## src/rtl/pong_pkg.sv

```systemverilog
// Shared definitions for the pong controller: state codes, state type,
// player-index width and the wrap-around player index helper.
package pong_pkg;

  localparam int PIDX_W = 2;

  typedef enum logic [7:0] {
    ST_IDLE  = 8'h01,
    ST_SERVE = 8'h02,
    ST_RALLY = 8'h04,
    ST_POINT = 8'h08,
    ST_OVER  = 8'h10
  } state_t;

  // Next player index, wrapping at the number of active players.
  function automatic logic [PIDX_W-1:0] next_idx(input logic [PIDX_W-1:0] idx,
                                                 input logic [PIDX_W:0]   active);
    logic [PIDX_W:0] n;
    n = {1'b0, idx} + {{PIDX_W{1'b0}}, 1'b1};
    if (n >= active) return '0;
    return n[PIDX_W-1:0];
  endfunction

endpackage

```

## src/rtl/pong_score_bank.sv

```systemverilog
// Per-player score counters: synchronous clear, single indexed increment,
// saturation at the all-ones value.
module pong_score_bank
  import pong_pkg::*;
#(
  parameter int NUM_PLAYERS = 2,
  parameter int SCORE_W     = 4
) (
  input  logic                           clk,
  input  logic                           rst_n,
  input  logic                           clr,
  input  logic                           inc,
  input  logic [PIDX_W-1:0]              idx,
  output logic [NUM_PLAYERS*SCORE_W-1:0] score
);

  localparam logic [SCORE_W-1:0] SMAX = '1;

  // Score storage; clear wins over increment.
  always_ff @(posedge clk or negedge rst_n) begin
    if (!rst_n) begin
      score <= '0;
    end else if (clr) begin
      score <= '0;
    end else if (inc) begin
      for (int i = 0; i < NUM_PLAYERS; i++) begin
        if (idx == PIDX_W'(i) && score[i*SCORE_W +: SCORE_W] != SMAX)
          score[i*SCORE_W +: SCORE_W] <= score[i*SCORE_W +: SCORE_W] + SCORE_W'(1);
      end
    end
  end

endmodule

```

## src/rtl/pong_controller_np.sv

```systemverilog
// Pong game controller for 2..4 paddle channels (solo or multiplayer).
// Optional build macro PONG_WIN_BY_TWO_EN: a win needs WIN_SCORE points and
// a lead of two over every other active player (reaching the saturated score
// also wins). Without it, a player wins on reaching exactly WIN_SCORE.
module pong_controller_np
  import pong_pkg::*;
#(
  parameter int NUM_PLAYERS = 2,
  parameter int SCORE_W     = 4,
  parameter int WIN_SCORE   = 7,
  parameter int LVL_W       = 3,
  parameter int HIT_W       = 8
) (
  input  logic                           Clk,
  input  logic                           Rst_n,
  input  logic                           Start,
  input  logic                           Mode,
  input  logic [NUM_PLAYERS-1:0]         Hit,
  input  logic [NUM_PLAYERS-1:0]         Miss,
  input  logic                           T_serve,
  input  logic                           T_lvl,
  output logic [7:0]                     State,
  output logic                           T_serve_en,
  output logic                           T_lvl_en,
  output logic [HIT_W-1:0]               Hit_cnt,
  output logic [LVL_W-1:0]               Level,
  output logic [1:0]                     Turn,
  output logic [NUM_PLAYERS*SCORE_W-1:0] Score,
  output logic [1:0]                     Winner,
  output logic                           Winner_vld
);

  localparam logic [SCORE_W-1:0] SMAX = '1;
  localparam logic [LVL_W-1:0]   LMAX = '1;
  localparam logic [HIT_W-1:0]   HMAX = '1;

  state_t              state, state_nxt;
  logic [PIDX_W:0]     active, active_nxt;
  logic [PIDX_W-1:0]   server, server_nxt;
  logic [PIDX_W-1:0]   turn, turn_nxt;
  logic [PIDX_W-1:0]   last_hitter, last_nxt;
  logic [HIT_W-1:0]    hit_cnt, hit_nxt;
  logic [LVL_W-1:0]    level, level_nxt;
  logic [PIDX_W-1:0]   winner, winner_nxt;
  logic                sc_clr, sc_inc;
  logic [SCORE_W-1:0]  cur_score, new_score;
  logic                win;
  logic [3:0]          hit_v, miss_v;

  assign hit_v  = 4'(Hit);
  assign miss_v = 4'(Miss);

  pong_score_bank #(
    .NUM_PLAYERS (NUM_PLAYERS),
    .SCORE_W     (SCORE_W)
  ) u_score_bank (
    .clk   (Clk),
    .rst_n (Rst_n),
    .clr   (sc_clr),
    .inc   (sc_inc),
    .idx   (last_hitter),
    .score (Score)
  );

  // Win decision on the score the last hitter is about to receive.
  always_comb begin
    cur_score = '0;
    for (int i = 0; i < NUM_PLAYERS; i++)
      if (last_hitter == PIDX_W'(i)) cur_score = Score[i*SCORE_W +: SCORE_W];
    new_score = (cur_score == SMAX) ? cur_score : cur_score + SCORE_W'(1);
`ifdef PONG_WIN_BY_TWO_EN
    win = (int'(new_score) >= WIN_SCORE);
    for (int i = 0; i < NUM_PLAYERS; i++)
      if (i < int'(active) && last_hitter != PIDX_W'(i) &&
          int'(new_score) < int'(Score[i*SCORE_W +: SCORE_W]) + 2)
        win = 1'b0;
    if (new_score == SMAX) win = 1'b1;
`else
    win = (int'(new_score) == WIN_SCORE);
`endif
  end

  // Next-state and next-register values for the game FSM.
  always_comb begin
    state_nxt  = state;
    active_nxt = active;
    server_nxt = server;
    turn_nxt   = turn;
    last_nxt   = last_hitter;
    hit_nxt    = hit_cnt;
    level_nxt  = level;
    winner_nxt = winner;
    sc_clr     = 1'b0;
    sc_inc     = 1'b0;
    case (state)
      ST_IDLE, ST_OVER: begin
        if (Start) begin
          state_nxt  = ST_SERVE;
          active_nxt = Mode ? (PIDX_W+1)'(NUM_PLAYERS) : (PIDX_W+1)'(1);
          server_nxt = '0;
          last_nxt   = '0;
          turn_nxt   = next_idx('0, active_nxt);
          hit_nxt    = '0;
          level_nxt  = '0;
          winner_nxt = '0;
          sc_clr     = 1'b1;
        end
      end
      ST_SERVE: begin
        if (T_serve) state_nxt = ST_RALLY;
      end
      ST_RALLY: begin
        if (T_lvl && level != LMAX) level_nxt = level + LVL_W'(1);
        // A miss by the expected hitter ends the rally even if it also hit.
        if (miss_v[turn]) begin
          if (active == (PIDX_W+1)'(1)) begin
            state_nxt  = ST_OVER;
            winner_nxt = '0;
          end else begin
            state_nxt  = ST_POINT;
          end
        end else if (hit_v[turn]) begin
          if (hit_cnt != HMAX) hit_nxt = hit_cnt + HIT_W'(1);
          last_nxt = turn;
          turn_nxt = next_idx(turn, active);
        end
      end
      ST_POINT: begin
        sc_inc     = 1'b1;
        hit_nxt    = '0;
        server_nxt = next_idx(server, active);
        if (win) begin
          state_nxt  = ST_OVER;
          winner_nxt = last_hitter;
        end else begin
          state_nxt  = ST_SERVE;
          last_nxt   = server_nxt;
          turn_nxt   = next_idx(server_nxt, active);
        end
      end
      default: state_nxt = ST_IDLE;
    endcase
  end

  // State and game registers, cleared asynchronously by reset.
  always_ff @(posedge Clk or negedge Rst_n) begin
    if (!Rst_n) begin
      state       <= ST_IDLE;
      active      <= (PIDX_W+1)'(1);
      server      <= '0;
      turn        <= '0;
      last_hitter <= '0;
      hit_cnt     <= '0;
      level       <= '0;
      winner      <= '0;
    end else begin
      state       <= state_nxt;
      active      <= active_nxt;
      server      <= server_nxt;
      turn        <= turn_nxt;
      last_hitter <= last_nxt;
      hit_cnt     <= hit_nxt;
      level       <= level_nxt;
      winner      <= winner_nxt;
    end
  end

  assign State      = state;
  assign T_serve_en = (state == ST_SERVE);
  assign T_lvl_en   = (state == ST_RALLY);
  assign Winner_vld = (state == ST_OVER);
  assign Hit_cnt    = hit_cnt;
  assign Level      = level;
  assign Turn       = turn;
  assign Winner     = winner;

endmodule
```

## config.mk

```make
export PLATFORM = sky130hd
export DESIGN_NAME = pong_controller_np
export DESIGN_NICKNAME = d
export VERILOG_FILES = /design/src/rtl/pong_pkg.sv /design/src/rtl/pong_score_bank.sv /design/src/rtl/pong_controller_np.sv
export SDC_FILE = /design/constraint.sdc
export NUM_CORES = 1
export LEC_CHECK = 0
export BUFFER_PORTS_ARGS = -buffer_cell sky130_fd_sc_hd__buf_2
export CORE_MARGIN = 2
export CORE_UTILIZATION = 25
export CTS_BUF_LIST = sky130_fd_sc_hd__clkbuf_8
export DETAILED_ROUTE_END_ITERATION = 12
export PLACE_DENSITY_LB_ADDON = 0.2
export SKIP_LAST_GASP = 1
export SYNTH_ARGS = -nofsm -noshare
export SYNTH_HDL_FRONTEND = slang
export SYNTH_SLANG_ARGS = --single-unit
export TNS_END_PERCENT = 5
```

## constraint.sdc

```tcl
create_clock -name Clk -period 2.5 [get_ports Clk]
set_input_delay 0.125 -clock Clk [delete_from_list [all_inputs] [get_ports Clk]]
set_output_delay 0.125 -clock Clk [all_outputs]
set_load 0.02 [all_outputs]
```

==> reports/qor.csv <==
metric,value,unit
yosys_warnings,0,
preCtsSetupSlack,185,ps
start_kind,flop,
first_global_vias,1858,
cts_tree,done,
synth_area_leaders,"dfrtp_1 (36%), ha_1 (5.6%), mux2i_1 (4.5%), o21ai_0 (4.2%), nor2_1 (3.2%)",
drt_iter0_drc,110,
firstDrtPassIters,4,
worstSetupPathType,reg2reg,
holdPathStages,2,
power_frac_comb,46.4,%
place_area,2600,sq um
drcViolationCount,0,
ys_types,66,
holdPathEnd,State[2],
r2r-end,last_hitter[0],
ys_async_sr_fraction,100,%
cts-resized-gates,0,
ios,44,
finish.instance_area,2710,sq um
cap_violations,0,
start_util,25.8,%
wl_per_cell,15.6,microns
tns,0,ps
p_leak,1.32,nW
design.die.area,9760,sq um
grt_busiest_layer,met2,
period_minus_slack,2320,ps
netlist_top_cells_count,"dfrtp_1 (32), nor2_1 (19), o21ai_0 (19)",
switching_share,42.6,%
cp.required,2670,ps
slew_violations,0,
ctsHtreeMaxLevel,2,
slew_headroom,44.8,%
syn_area,2250,sq um
core,8720,sq um
path_clk_slew,70,ps
place_congestion,0.784,
worstPathMaxFanout,5,
synth-main-ff-cell,dfrtp_1,
max_freq,431,MHz
clock_power_share,19.9,%
cts.sinks,34,
routed-via-count,1901,
tightest_slew,827,ps
viasPerCell,4.90,
grt_util_met2,21.6,%
cts_made_buffers,5,
hold_viol_final,0,
status,finished clean,
finalNonFillerCells,388,
grt_first_pass_wirelength,10.0,mm
dp.cells,378,
worst-r2r-setup-slack,180,ps
setup_ws,177,ps
yosysSeqAreaShare,38.0,%
synthToLayoutAreaGrowth,20.7,%
setup_viol,0,
placementRows,34,
die_h,98.8,microns
insertion_delay,290,ps
drt.antenna.violating_nets,0,
grt_max_degree,35,
grt_usage,13.1,%
ff2ff_path_depth,7,
crit-reg2reg-launch,last_hitter[0],
end_kind,flop,
hold_start,T_serve,
port_buffers,40,
ir_worst_vdd,0.248,mV
yosysTopAreaCell,dfrtp_1,
grt_use_met1,17.7,%
cp-startpoint,last_hitter[0],
synth.top_cell.area_share,35.6,%
grt_overflow,0,
fillers,919,
hpwl,4.50,mm
p_switching,0.922,mW
synth.most_common_cell,dfrtp_1,
power.internal,1.24,mW
gr-usage-met3,2.41,%
rsz0062_at_grt,false,
hp-class,in2reg,
synth_edf_count,0,
synth_cells,228,
sequentialPowerShare,33.7,%
fin_skew,2.86,ps
powerDensity,798,nW/um^2
wl,6.07,mm
arrival,2500,ps
diodes,0,
synth-seq-cells,34,
post-route-period-util,92.9,%
die_x,98.8,microns
drive_above_1_share,27.9,%
cts-root-buf,clkbuf_8,
avgSynthCellArea,9.86,sq um
cts_buffer_depth,2,
nNetsFinal,301,
antenna_found_initial,0,
[repair_timing]
action,CTS,global route
buffers inserted,0,0
hold buffers,2,0
endpoints found under the hold margin,33,0
endpoints found under the setup margin,0,1
[how the worst max path moves through the flow]
stage                     end  depth (start not counted)
2_1_floorplan  last_hitter[0]                          7
3_3_place_gp   last_hitter[0]                          7
3_5_place_dp   last_hitter[0]                          7
4_1_cts        last_hitter[0]                          7
5_1_grt        last_hitter[0]                          7
6_report       last_hitter[0]                          7
[metal layers]
layer  routed length (microns)  vias to the layer above
li1                          -                      927
met1                      2890                      939
met2                      2960                       29
met3                       140                        6
met4                        73                        0
met5                         0                        -
[power by group through the flow]
| stage | registers (mW) | clock network (mW) | logic (mW) |
|---|---|---|---|
| 6_report | 0.728 | 0.431 | 1.00 |
| 5_1_grt | 0.745 | 0.472 | 1.11 |
| 4_1_cts | 0.730 | 0.453 | 1.01 |
| 3_5_place_dp | 0.740 | 0 | 1.01 |
| 3_3_place_gp | 0.738 | 0 | 1.01 |
| 2_1_floorplan | 0.765 | 0 | 0.694 |
[cell type report]
class | instances | area, sq um | share of cell area, %
tap | 108 | 135 | 4.98
clock buffer | 6 | 82.6 | 3.05
timing repair buffer | 53 | 303 | 11.2
multi-input combinational | 172 | 1280 | 47.2
sequential | 34 | 853 | 31.5
clock inverter | 2 | 8.76 | 0.323
inverter | 13 | 48.8 | 1.80
[worst max-delay path, stage by stage, from the launching register on]
cell and delay (ps):
dfrtp_1 440, mux2i_1 200, nor2_1 90, ha_1 230, or3_4 380, a211oi_4 340, a2111oi_4 170, mux2_1 340
[logic make-up (layout without fill, tap and decap cells)]
kind of cell / Yosys count / after routing / synth area share, %
adder cells (fa/ha/maj): 12 / 12 / 7.35
flip-flops: 34 / 34 / 38.0
other: 1 / 3 / 0.167
XOR/XNOR: 7 / 7 / 2.73
multiplexers: 15 / 15 / 7.13
buffers and inverters: 24 / 74 / 5.40
AND/OR/NAND/NOR: 75 / 75 / 19.3
AO/OA/AOI/OAI: 60 / 60 / 19.9
[through the flow]
stage,utilization (%),power (mW),hold WS (ps)
2_1_floorplan,-,1.46,-171
6_report,31.1,2.16,69.0
3_3_place_gp,29.8,1.75,279
5_1_grt,31.1,2.33,60.5
4_1_cts,31.1,2.20,60.7
3_5_place_dp,29.8,1.75,283
[registers in the layout, indices dropped and copies added, names as in the netlist]
name and cells:
u_score_bank.score 8, active 2, Level 3, Turn 2, server 2, Hit_cnt 8, last_hitter 2, State 5
Winner 2
[placed cells by master, fill, tap and decap left out, types with 4 or more instances in the layout]
| master | synthesis | routed |
|---|---|---|
| nand3_1 | 7 | 7 |
| clkbuf_8 | 0 | 6 |
| o21ai_0 | 19 | 19 |
| buf_2 | 1 | 40 |
| nand2_1 | 11 | 11 |
| and3_1 | 6 | 6 |
| nor2_1 | 19 | 19 |
| ha_1 | 10 | 10 |
| xor2_1 | 6 | 6 |
| inv_1 | 12 | 13 |
| o21ai_1 | 4 | 4 |
| nand4_1 | 4 | 4 |
| dfrtp_1 | 32 | 32 |
| a21oi_1 | 7 | 7 |
| mux2i_1 | 10 | 10 |
| buf_4 | 4 | 11 |
No activity file was read; power rests on OpenSTA's default activity.
